`config.mk`:
```
export PLATFORM = sky130hd
export DESIGN_NAME = logic_cell_frac_flat
export DESIGN_NICKNAME = d
export VERILOG_FILES = /design/src/rtl/logic_cell_pkg.sv /design/src/rtl/logic_cell_frac_if.sv /design/src/rtl/lut_fracturable.sv /design/src/rtl/logic_cell_frac.sv /design/src/flat_wrapper.sv
export SDC_FILE = /design/constraint.sdc
export NUM_CORES = 1
export LEC_CHECK = 0
export BUFFER_PORTS_ARGS = -buffer_cell sky130_fd_sc_hd__buf_4
export CAP_MARGIN = 20
export CORE_ASPECT_RATIO = 1.4
export CORE_MARGIN = 1
export CORE_UTILIZATION = 39
export DETAILED_ROUTE_END_ITERATION = 8
export PLACE_DENSITY_LB_ADDON = 0.12
export SYNTH_ARGS = -nofsm -noshare
export SYNTH_HDL_FRONTEND = slang
export SYNTH_HIERARCHICAL = 1
export SYNTH_SLANG_ARGS = --single-unit
```
`constraint.sdc`:
```
create_clock -name i_Clock -period 2.1 [get_ports i_Clock]
set_input_delay 0.315 -clock i_Clock [delete_from_list [all_inputs] [get_ports i_Clock]]
set_output_delay 0.315 -clock i_Clock [all_outputs]
set_load 0.01 [all_outputs]
```
`src/rtl/logic_cell_pkg.sv`:
```
// Shared types and config-word field helpers for the fracturable logic cell.
// Word layout from LSB: LUT mask, fracture flag, two bypass bits, two init bits.
package logic_cell_pkg;

  typedef enum logic [0:0] {
    UNCONFIGURED = 1'b0,
    RUNNING      = 1'b1
  } cell_state_t;

  function automatic int config_bits(input int k);
    return (1 << k) + 5;
  endfunction

  // The mask field always starts at bit 0, so only its MSB needs a helper.
  function automatic int mask_msb(input int k);
    return (1 << k) - 1;
  endfunction

  function automatic int fracture_pos(input int k);
    return (1 << k);
  endfunction

  function automatic int bypass_lsb(input int k);
    return (1 << k) + 1;
  endfunction

  function automatic int init_lsb(input int k);
    return (1 << k) + 3;
  endfunction

endpackage

```
`src/rtl/logic_cell_frac_if.sv`:
```
// Signal bundle of one logic cell: config chain, commit/capture, LUT I/O and debug taps.
// Handshake: commit and capture are single-cycle strobes sampled at posedge; there is no
// ready, so a refused commit is signalled by o_CommitRejected in the following cycle.
interface logic_cell_frac_if
  import logic_cell_pkg::*;
#(
  parameter int K = 4
);
  localparam int CW = $clog2(config_bits(K) + 1);

  logic          i_ConfigShiftEnable;
  logic          i_ConfigShiftInput;
  logic          o_ConfigShiftOutput;
  logic          i_ConfigCommit;
  logic          i_ConfigCapture;
  logic          o_CommitRejected;
  logic          o_Configured;
  logic          i_ClockEnable;
  logic [K-1:0]  i_LookupTableInputs;
  logic [1:0]    o_Output;
  cell_state_t   dbg_state;
  logic [CW-1:0] dbg_count;

  modport master (
    output i_ConfigShiftEnable, i_ConfigShiftInput, i_ConfigCommit, i_ConfigCapture,
           i_ClockEnable, i_LookupTableInputs,
    input  o_ConfigShiftOutput, o_CommitRejected, o_Configured, o_Output,
           dbg_state, dbg_count
  );

  modport slave (
    input  i_ConfigShiftEnable, i_ConfigShiftInput, i_ConfigCommit, i_ConfigCapture,
           i_ClockEnable, i_LookupTableInputs,
    output o_ConfigShiftOutput, o_CommitRejected, o_Configured, o_Output,
           dbg_state, dbg_count
  );
endinterface

```
`src/rtl/lut_fracturable.sv`:
```
// Combinational 2^K-entry LUT, usable as one K-input LUT or two (K-1)-input LUTs.
module lut_fracturable #(
  parameter int K = 4
) (
  input  logic [(1<<K)-1:0] mask,
  input  logic              fracture,
  input  logic [K-1:0]      addr,
  output logic              lut0,
  output logic              lut1
);
  logic [K-1:0] addr0;
  logic [K-1:0] addr1;

  // In fractured mode the top address bit selects the half instead of the input.
  always_comb begin
    addr0 = fracture ? {1'b0, addr[K-2:0]} : addr;
    addr1 = {1'b1, addr[K-2:0]};
    lut0  = mask[addr0];
    lut1  = fracture ? mask[addr1] : 1'b0;
  end
endmodule

```
`src/rtl/logic_cell_frac.sv`:
```
// Fracturable logic cell: shadow config chain with atomic commit/readback,
// a two-output LUT and a bypassable output flip-flop per output.
module logic_cell_frac
  import logic_cell_pkg::*;
#(
  parameter int LUT_INPUTS  = 4,
  parameter int CONFIG_BITS = config_bits(LUT_INPUTS)
) (
  input  logic              i_Clock,
  input  logic              i_Reset_n,
  logic_cell_frac_if.slave  bus
);
  localparam int CW   = $clog2(CONFIG_BITS + 1);
  localparam int MMSB = mask_msb(LUT_INPUTS);
  localparam int FRAC = fracture_pos(LUT_INPUTS);
  localparam int BYP  = bypass_lsb(LUT_INPUTS);
  localparam int INIT = init_lsb(LUT_INPUTS);
  localparam logic [CW-1:0] FULL = CW'(CONFIG_BITS);

  logic [CONFIG_BITS-1:0] shadow_q, shadow_d;
  logic [CONFIG_BITS-1:0] active_q, active_d;
  logic [CW-1:0]          cnt_q, cnt_d;
  cell_state_t            state_q, state_d;
  logic [1:0]             ff_q, ff_d;
  logic                   rej_q, rej_d;
  logic [1:0]             lut;
  logic                   full;
  logic                   commit_ok;
  logic                   capture_ok;

  lut_fracturable #(.K(LUT_INPUTS)) u_lut (
    .mask     (active_q[MMSB:0]),
    .fracture (active_q[FRAC]),
    .addr     (bus.i_LookupTableInputs),
    .lut0     (lut[0]),
    .lut1     (lut[1])
  );

  // Commit outranks capture; capture outranks shift.
  always_comb begin
    shadow_d   = shadow_q;
    active_d   = active_q;
    cnt_d      = cnt_q;
    state_d    = state_q;
    ff_d       = ff_q;
    rej_d      = 1'b0;
    full       = (cnt_q == FULL);
    commit_ok  = bus.i_ConfigCommit && full;
    capture_ok = bus.i_ConfigCapture && !bus.i_ConfigCommit;

    if (state_q == RUNNING && bus.i_ClockEnable) ff_d = lut;

    if (capture_ok) begin
      shadow_d = active_q;
      cnt_d    = FULL;
    end else if (bus.i_ConfigShiftEnable) begin
      shadow_d = {shadow_q[CONFIG_BITS-2:0], bus.i_ConfigShiftInput};
      if (!full) cnt_d = cnt_q + 1'b1;
    end

    if (commit_ok) begin
      active_d = shadow_q;
      ff_d     = shadow_q[INIT +: 2];
      state_d  = RUNNING;
      cnt_d    = bus.i_ConfigShiftEnable ? CW'(1) : '0;
    end else if (bus.i_ConfigCommit) begin
      rej_d = 1'b1;
    end

    if (state_d == UNCONFIGURED) ff_d = '0;
  end

  always_ff @(posedge i_Clock) begin
    if (!i_Reset_n) begin
      shadow_q <= '0;
      active_q <= '0;
      cnt_q    <= '0;
      state_q  <= UNCONFIGURED;
      ff_q     <= '0;
      rej_q    <= 1'b0;
    end else begin
      shadow_q <= shadow_d;
      active_q <= active_d;
      cnt_q    <= cnt_d;
      state_q  <= state_d;
      ff_q     <= ff_d;
      rej_q    <= rej_d;
    end
  end

  always_comb begin
    bus.o_Output = '0;
    if (state_q == RUNNING) begin
      for (int n = 0; n < 2; n++)
        bus.o_Output[n] = active_q[BYP+n] ? lut[n] : ff_q[n];
    end
  end

  assign bus.o_ConfigShiftOutput = shadow_q[CONFIG_BITS-1];
  assign bus.o_CommitRejected    = rej_q;
  assign bus.o_Configured        = (state_q == RUNNING);
  assign bus.dbg_state           = state_q;
  assign bus.dbg_count           = cnt_q;
endmodule

```
`src/flat_wrapper.sv`:
```
// flat-port wrapper written by rule: the top's interface ports become plain ports
module logic_cell_frac_flat import logic_cell_pkg::*;
#(
  parameter int LUT_INPUTS  = 4,
  parameter int CONFIG_BITS = config_bits(LUT_INPUTS)
)
  (i_Clock, i_Reset_n, bus_i_ConfigShiftEnable, bus_i_ConfigShiftInput, bus_i_ConfigCommit, bus_i_ConfigCapture, bus_i_ClockEnable, bus_i_LookupTableInputs, bus_o_ConfigShiftOutput, bus_o_CommitRejected, bus_o_Configured, bus_o_Output, bus_dbg_state, bus_dbg_count);
  logic_cell_frac_if #(.K((4))) bus_i ();
  input  logic i_Clock;
  input  logic i_Reset_n;
  input wire logic [$bits(bus_i.i_ConfigShiftEnable)-1:0] bus_i_ConfigShiftEnable;
  input wire logic [$bits(bus_i.i_ConfigShiftInput)-1:0] bus_i_ConfigShiftInput;
  input wire logic [$bits(bus_i.i_ConfigCommit)-1:0] bus_i_ConfigCommit;
  input wire logic [$bits(bus_i.i_ConfigCapture)-1:0] bus_i_ConfigCapture;
  input wire logic [$bits(bus_i.i_ClockEnable)-1:0] bus_i_ClockEnable;
  input wire logic [$bits(bus_i.i_LookupTableInputs)-1:0] bus_i_LookupTableInputs;
  output wire logic [$bits(bus_i.o_ConfigShiftOutput)-1:0] bus_o_ConfigShiftOutput;
  output wire logic [$bits(bus_i.o_CommitRejected)-1:0] bus_o_CommitRejected;
  output wire logic [$bits(bus_i.o_Configured)-1:0] bus_o_Configured;
  output wire logic [$bits(bus_i.o_Output)-1:0] bus_o_Output;
  output wire logic [$bits(bus_i.dbg_state)-1:0] bus_dbg_state;
  output wire logic [$bits(bus_i.dbg_count)-1:0] bus_dbg_count;
  assign bus_i.i_ConfigShiftEnable = bus_i_ConfigShiftEnable;
  assign bus_i.i_ConfigShiftInput = bus_i_ConfigShiftInput;
  assign bus_i.i_ConfigCommit = bus_i_ConfigCommit;
  assign bus_i.i_ConfigCapture = bus_i_ConfigCapture;
  assign bus_i.i_ClockEnable = bus_i_ClockEnable;
  assign bus_i.i_LookupTableInputs = bus_i_LookupTableInputs;
  assign bus_o_ConfigShiftOutput = bus_i.o_ConfigShiftOutput;
  assign bus_o_CommitRejected = bus_i.o_CommitRejected;
  assign bus_o_Configured = bus_i.o_Configured;
  assign bus_o_Output = bus_i.o_Output;
  assign bus_dbg_state = bus_i.dbg_state;
  assign bus_dbg_count = bus_i.dbg_count;
  logic_cell_frac #(.LUT_INPUTS(LUT_INPUTS), .CONFIG_BITS(CONFIG_BITS)) u_core (.i_Clock(i_Clock), .i_Reset_n(i_Reset_n), .bus(bus_i));
endmodule
```
==> flow_summary_export.csv, run 1 <==
group,metric,value,unit
logic_synthesis,synth_most_common_cell,"dfxtp_1",
placed_design,portBuffers,21,
logic_synthesis,syn_avg_cell_area,9.31,um2
timing,slew_headroom,0.688,
job,cap_violations,0,
cells_and_area,area.growth.synth_to_final,13.5,%
logic_synthesis,synth_nets,268,
worst_setup_path,slowest_stage,"mux4_2",
timing,rsz0062_at_grt,"yes",
timing,post-route-period-util,0.997,
global_route,grt_overflow,0,
worst_setup_path,path_max_fanout,2,
floorplanning,core,0.00586,mm2
worst_setup_path,cp_num_buf_inv,1,
routing,viasPerCell,5.76,
timing,fmax,0.477,GHz
cells_and_area,fin_util,0.460,
timing,fin_worst_skew,10.3,ps
worst_setup_path,critical_path.top_delay_family,"multiplexers",
worst_setup_path,criticalPathCategory,"register to primary output",
power,power_density,666,mW/mm2
logic_synthesis,synth_area,0.00237,mm2
routing,wire_per_inst,16.8,um
logic_synthesis,synthMuxAreaShare,0.163,
global_route,grt_pass1_wl,9.39,mm
logic_synthesis,synth.yosys.seq_area_share,0.430,
routing,ant_nets,0,
cts,clk_pin_slew,100,ps
logic_synthesis,synth_area_leaders,"dfxtp_1 (43%), mux2i_1 (12%), a211oi_1 (6.6%), a21oi_1 (5.5%), o21ai_0 (5.1%)",
routing,drt-pass1-iter-count,5,
cts,clkLatencyLatePin,310,ps
logic_synthesis,synth-compound-area-share,0.192,
cells_and_area,diodes,0,
worst_setup_path,startpoint_type,"register",
timing,fin_crit,2090,ps
power,p_leak,1.07,nW
logic_synthesis,yosysTopAreaCellShare,0.430,
floorplanning,initial_core_util,0.405,
cells_and_area,num-fill-cells,593,
floorplanning,rows,33,
floorplanning,fp.dieH,94.3,um
logic_synthesis,yosys_most_used_dff,"dfxtp_1",
cts,clock-sinks,51,
global_route,grt_pass1_vias,1884,
global_route,antenna_found_initial,0,
cells_and_area,nNetsFinal,286,
global_route,grt_max_degree,47,
logic_synthesis,synthCells,255,
power,ir_drop,0.000299,V
floorplanning,die_x,68.0,um
placed_design,dpl.hpwl,3.66,mm
cts,cts_tree,"built",
worst_setup_path,cpMostUsedCell,"mux2i_1",
hold_path,hp-class,"input pin to register",
worst_setup_path,cpPeakStageDelay,470,ps
cts,cts_max_level,2,
logic_synthesis,synth_xor_area_frac,0.00369,
logic_synthesis,synthAdderAreaFrac,0.0105,
logic_synthesis,synth_edf_count,0,
worst_setup_path,crit_chain,"mux4_2 -> mux2i_2 -> mux2i_1 -> mux2i_1 -> nor2b_1 -> buf_4",
logic_synthesis,ys_types,30,
floorplanning,boundaryPins,22,
timing,fin_ws,5.51,ps
logic_synthesis,synth.yosys.warnings,6,
placed_design,dp_worst_setup_slack,118,ps
placed_design,gp_congestion,0.738,
timing,worstMarginPinSlew,468,ps
cts,cts_buffer_depth,2,
logic_synthesis,yosys.area.top_type,"dfxtp_1",
timing,maxSlewViolCount,0,
logic_synthesis,synth_top_family_by_area,"compound AO/OA/AOI/OAI gates",
floorplanning,die-area,0.00641,mm2
logic_synthesis,synth-seq-cells,51,
routing,drt_iter0_drc,130,
cts,cts_root_buf,"clkbuf_8",
worst_setup_path,critPathRequiredTime,1780,ps
routing,vias,1982,
cells_and_area,drive_gt1_frac,0.208,
timing,hold_viol_final,0,
logic_synthesis,synthTopCellsByCount,"dfxtp_1 (51), mux2i_1 (29), a21oi_1 (26)",
cts,cts_inserted_buffers,5,
logic_synthesis,synthArstFlopShare,0,
worst_setup_path,end_kind,"primary output",
worst_setup_path,crit_arrival,1780,ps
routing,drc,0,
outcome,status,"completed",
routing,routed_wl,5.79,mm
timing,setup_viol,0,
global_route,grtUsageTotal,0.194,
logic_synthesis,synthSimpleGateAreaFrac,0.133,
==> cell usage in the layout (no fill, tap or decap), types with 2 or more instances in the layout <==
cell type / Yosys / final
nand4_1: 5 / 5
clkbuf_8: 0 / 5
o31ai_1: 2 / 2
a21oi_1: 26 / 26
mux2i_1: 29 / 28
o21ai_0: 24 / 24
a211oi_1: 21 / 21
inv_1: 4 / 4
nand3_1: 22 / 22
nor2b_1: 3 / 3
dfxtp_2: 0 / 8
buf_4: 4 / 33
nor2_1: 24 / 24
dfxtp_1: 51 / 43
buf_12: 0 / 2
mux4_2: 2 / 4
nand2_1: 2 / 2
nor3_1: 3 / 3
ha_1: 2 / 2
==> tightest hold or removal path, stage by stage <==
cell and delay, ps:
buf_4 110, nand4_1 90, o31ai_1 70
==> worst paths after layout <==
check	from	end	slack, ps	cells after the start
min	i_Reset_n	u_core/ff_q[1]	300	3
max	u_core/active_q[15]	bus_o_Output[0]	6	6
min reg2reg	u_core/active_q[20]	u_core/active_q[20]	480	2
max reg2reg	u_core/bus.dbg_count[1]	u_core/active_q[0]	430	6
==> power by group <==
| group | internal (W) | total (W) | switching, W |
|---|---|---|---|
| clock network | 0.000234 | 0.000567 | 0.000333 |
| registers | 0.00100 | 0.00103 | 0.0000297 |
| logic | 0.0000860 | 0.000198 | 0.000112 |
==> per-layer routing <==
layer,track usage,vias up,wire length [um]
met3,0.0290,5,155
met4,0.0573,0,59
met2,0.331,30,2930
met1,0.246,978,2650
li1,-,969,-
met5,0,-,0
==> layout make-up <==
| type | count | area, um2 | area share |
|---|---|---|---|
| tap | 70 | 87.6 | 0.0325 |
| inverter | 4 | 15.0 | 0.00557 |
| timing repair buffer | 35 | 288 | 0.107 |
| multi-input combinational | 176 | 1190 | 0.441 |
| clock inverter | 2 | 12.5 | 0.00464 |
| sequential | 51 | 1030 | 0.382 |
| clock buffer | 6 | 72.6 | 0.0269 |
==> sequential cells by signal, summed over array words and instances (netlist names) <==
name	cells
u_core/active_q	21
u_core/shadow_q	21
u_core/bus.dbg_count	5
u_core/ff_q	2
u_core/bus.dbg_state	1
u_core/bus.o_CommitRejected	1
==> logic make-up after synthesis <==
kind of cell | count (synthesis)
fa+ha+maj | 2
simple gates | 64
flops | 51
xor+xnor | 1
mux | 33
compound gates | 76
buf+inv | 28
==> per-stage QoR <==
| stage | total power (W) | TNS (ps) | instances | hold slack (ps) | area (um2) |
|---|---|---|---|---|---|
| 2_1_floorplan | 0.00118 | 0 | 255 | 454 | 2370 |
| 3_3_place_gp | 0.00125 | 0 | 330 | 466 | 2560 |
| 3_5_place_dp | 0.00125 | 0 | 330 | 471 | 2560 |
| 4_1_cts | 0.00181 | 0 | 344 | 296 | 2700 |
| 5_1_grt | 0.00187 | -164 | 344 | 299 | 2700 |
| 6_report | 0.00179 | 0 | 344 | 300 | 2700 |
==> what timing repair did <==
action | CTS | global route
setup endpoints to repair | 1 | 2
pin swaps | 0 | 1
gates resized for setup | 11 | 0
hold buffers | 0 | 0
setup buffers | 6 | 0
Power figures use the tool's default switching activity.
==> run 2, diff against run 1 <==
--- a/config.mk
+++ b/config.mk
@@ -7,11 +7,12 @@
 export LEC_CHECK = 0
 export BUFFER_PORTS_ARGS = -buffer_cell sky130_fd_sc_hd__buf_4
 export CAP_MARGIN = 20
-export CORE_ASPECT_RATIO = 1.4
+export CORE_ASPECT_RATIO = 2
 export CORE_MARGIN = 1
 export CORE_UTILIZATION = 39
 export DETAILED_ROUTE_END_ITERATION = 8
 export PLACE_DENSITY_LB_ADDON = 0.12
+export SETUP_SLACK_MARGIN = 0.2
 export SYNTH_ARGS = -nofsm -noshare
 export SYNTH_HDL_FRONTEND = slang
 export SYNTH_HIERARCHICAL = 1
==> constraint.sdc (replaced) <==
create_clock -name i_Clock -period 2.1 [get_ports i_Clock]
set_input_delay 0.315 -clock i_Clock [delete_from_list [all_inputs] [get_ports i_Clock]]
set_output_delay 0.315 -clock i_Clock [all_outputs]
set_load 0.1 [all_outputs]
==> flow_summary_export.csv, run 2 (synthesis results as in run 1) <==
group,metric,value,unit
worst_setup_path,crit_arrival,1890,ps
global_route,grt_overflow,0,
routing,ant_nets,0,
routing,routed_wl,5.88,mm
global_route,antenna_found_initial,0,
job,cap_violations,0,
cells_and_area,final_common_cell,"buf_4",
placed_design,dp.cells,330,
power,power_density,752,mW/mm2
outcome,status,"finished with violations",
cts,cts_tree,"built",
worst_setup_path,reg2reg_depth,5,
timing,fin_crit,2210,ps
power,ir_drop,0.000462,V
timing,worstMarginPinSlew,486,ps
timing,rsz0062_at_grt,"yes",
floorplanning,initial_core_util,0.409,
cts,clk_pin_slew,70,ps
floorplanning,core,0.00581,mm2
worst_setup_path,critPathRequiredTime,1780,ps
placed_design,dpl.hpwl,3.90,mm
floorplanning,boundaryPins,22,
placed_design,gp_congestion,0.739,
global_route,grt_pass1_vias,1997,
worst_setup_path,r2r_slack,500,ps
cts,hold_buffers,0,
cts,cts_root_buf,"clkbuf_16",
timing,maxSlewViolCount,0,
worst_setup_path,reg2reg_from,"u_core/bus.dbg_count[0]",
cells_and_area,drive_gt1_frac,0.275,
global_route,grt_pass1_wl,9.90,mm
outcome,violations,"DRC, setup timing",
worst_setup_path,rr_endpoint,"u_core/ff_q[0]",
routing,drc,8,
timing,fin_ws,-110,ps
cts,cts_buffer_depth,2,
worst_setup_path,critPathCapture,"bus_o_Output[0]",
routing,vias,2008,
global_route,grt_max_degree,47,
timing,fin_worst_skew,4.61,ps
timing,slew_headroom,0.676,
routing,wire_per_inst,17.2,um
timing,hold_viol_final,0,
routing,drt_iter0_drc,88,
floorplanning,rows,39,
worst_setup_path,startpoint_type,"register",
worst_setup_path,path_max_fanout,3,
cells_and_area,seqCellArea,0.00104,mm2
floorplanning,die-area,0.00642,mm2
worst_setup_path,end_kind,"primary output",
timing,post-route-period-util,1.05,
timing,setup_viol,2,
cts,clock-sinks,51,
cts,cts_inserted_buffers,5,
cells_and_area,final_area,0.00286,mm2
cells_and_area,area.growth.synth_to_final,20.6,%
timing,fmax,0.453,GHz
cells_and_area,num-fill-cells,572,
placed_design,dpl_cell_area,0.00262,mm2
worst_setup_path,criticalPathCategory,"register to primary output",
floorplanning,fp.dieH,112,um
worst_setup_path,critPathLaunch,"u_core/active_q[5]",
routing,viasPerCell,5.89,
cells_and_area,multi_input_area,0.00123,mm2
hold_path,hp-class,"input pin to register",
cells_and_area,final_cells,341,
floorplanning,die_x,57.2,um
cts,cts_max_level,2,
global_route,grtUsageTotal,0.200,
placed_design,portBuffers,21,
power,p_leak,1.14,nW
cells_and_area,diodes,0,
cells_and_area,layout_common_cells,"buf_4 (38), dfxtp_1 (36), a21oi_1 (26)",
cells_and_area,nNetsFinal,292,
cts,clkLatencyLatePin,290,ps
routing,drt-pass1-iter-count,6,
==> run 2: power breakdown <==
group / internal (W) / switching [W]
registers: 0.00100 / 0.0000332
logic: 0.0000882 / 0.000169
clock network: 0.000508 / 0.000354
==> run 2: critical path, cell delays in order, from the launching register on <==
cell	delay (ps)
dfxtp_2	320
mux4_2	460
mux2i_2	230
mux2i_2	130
mux2i_2	220
nor2b_4	70
buf_12	160
==> run 2: cell type report <==
type / instances / area share
multi-input cells: 176 / 0.430
clock buffers: 8 / 0.0546
flip-flops and latches: 51 / 0.363
inverters: 4 / 0.00524
well taps: 61 / 0.0266
repair buffers: 41 / 0.121
==> run 2: worst min path at each step <==
stage,cells past startpoint,start,slack [ps],to
after floorplan,2,u_core/active_q[19],450,u_core/active_q[19]
after global placement,2,u_core/active_q[19],460,u_core/active_q[19]
after detailed placement,2,u_core/active_q[19],470,u_core/active_q[19]
after CTS,3,i_Reset_n,320,u_core/ff_q[1]
after global routing,3,bus_i_ConfigCommit,350,u_core/active_q[18]
final,3,i_Reset_n,310,u_core/ff_q[1]
==> run 2: timing repair <==
action                     in CTS  in global routing
pin swaps                       0                  0
resized for setup              20                  7
buffers inserted                2                  1
setup endpoints to repair       2                  2
==> run 2: through the flow <==
stage / power (W) / util / hold slack, ps / setup slack, ps / TNS (ps)
2_1_floorplan: 0.00124 / - / 454 / 206 / 0
3_3_place_gp: 0.00131 / 0.452 / 463 / -129 / -163
3_5_place_dp: 0.00131 / 0.452 / 469 / -133 / -171
4_1_cts: 0.00217 / 0.488 / 321 / -192 / -294
5_1_grt: 0.00224 / 0.493 / 350 / -149 / -243
6_report: 0.00215 / 0.493 / 314 / -110 / -160
==> run 2: routing by layer <==
layer | wire length (um) | track usage | part of all wire
met4 | 115 | 0.0780 | 0.020
met2 | 3100 | 0.344 | 0.53
met1 | 2470 | 0.240 | 0.42
met3 | 197 | 0.0392 | 0.034
met5 | 0 | 0 | 0
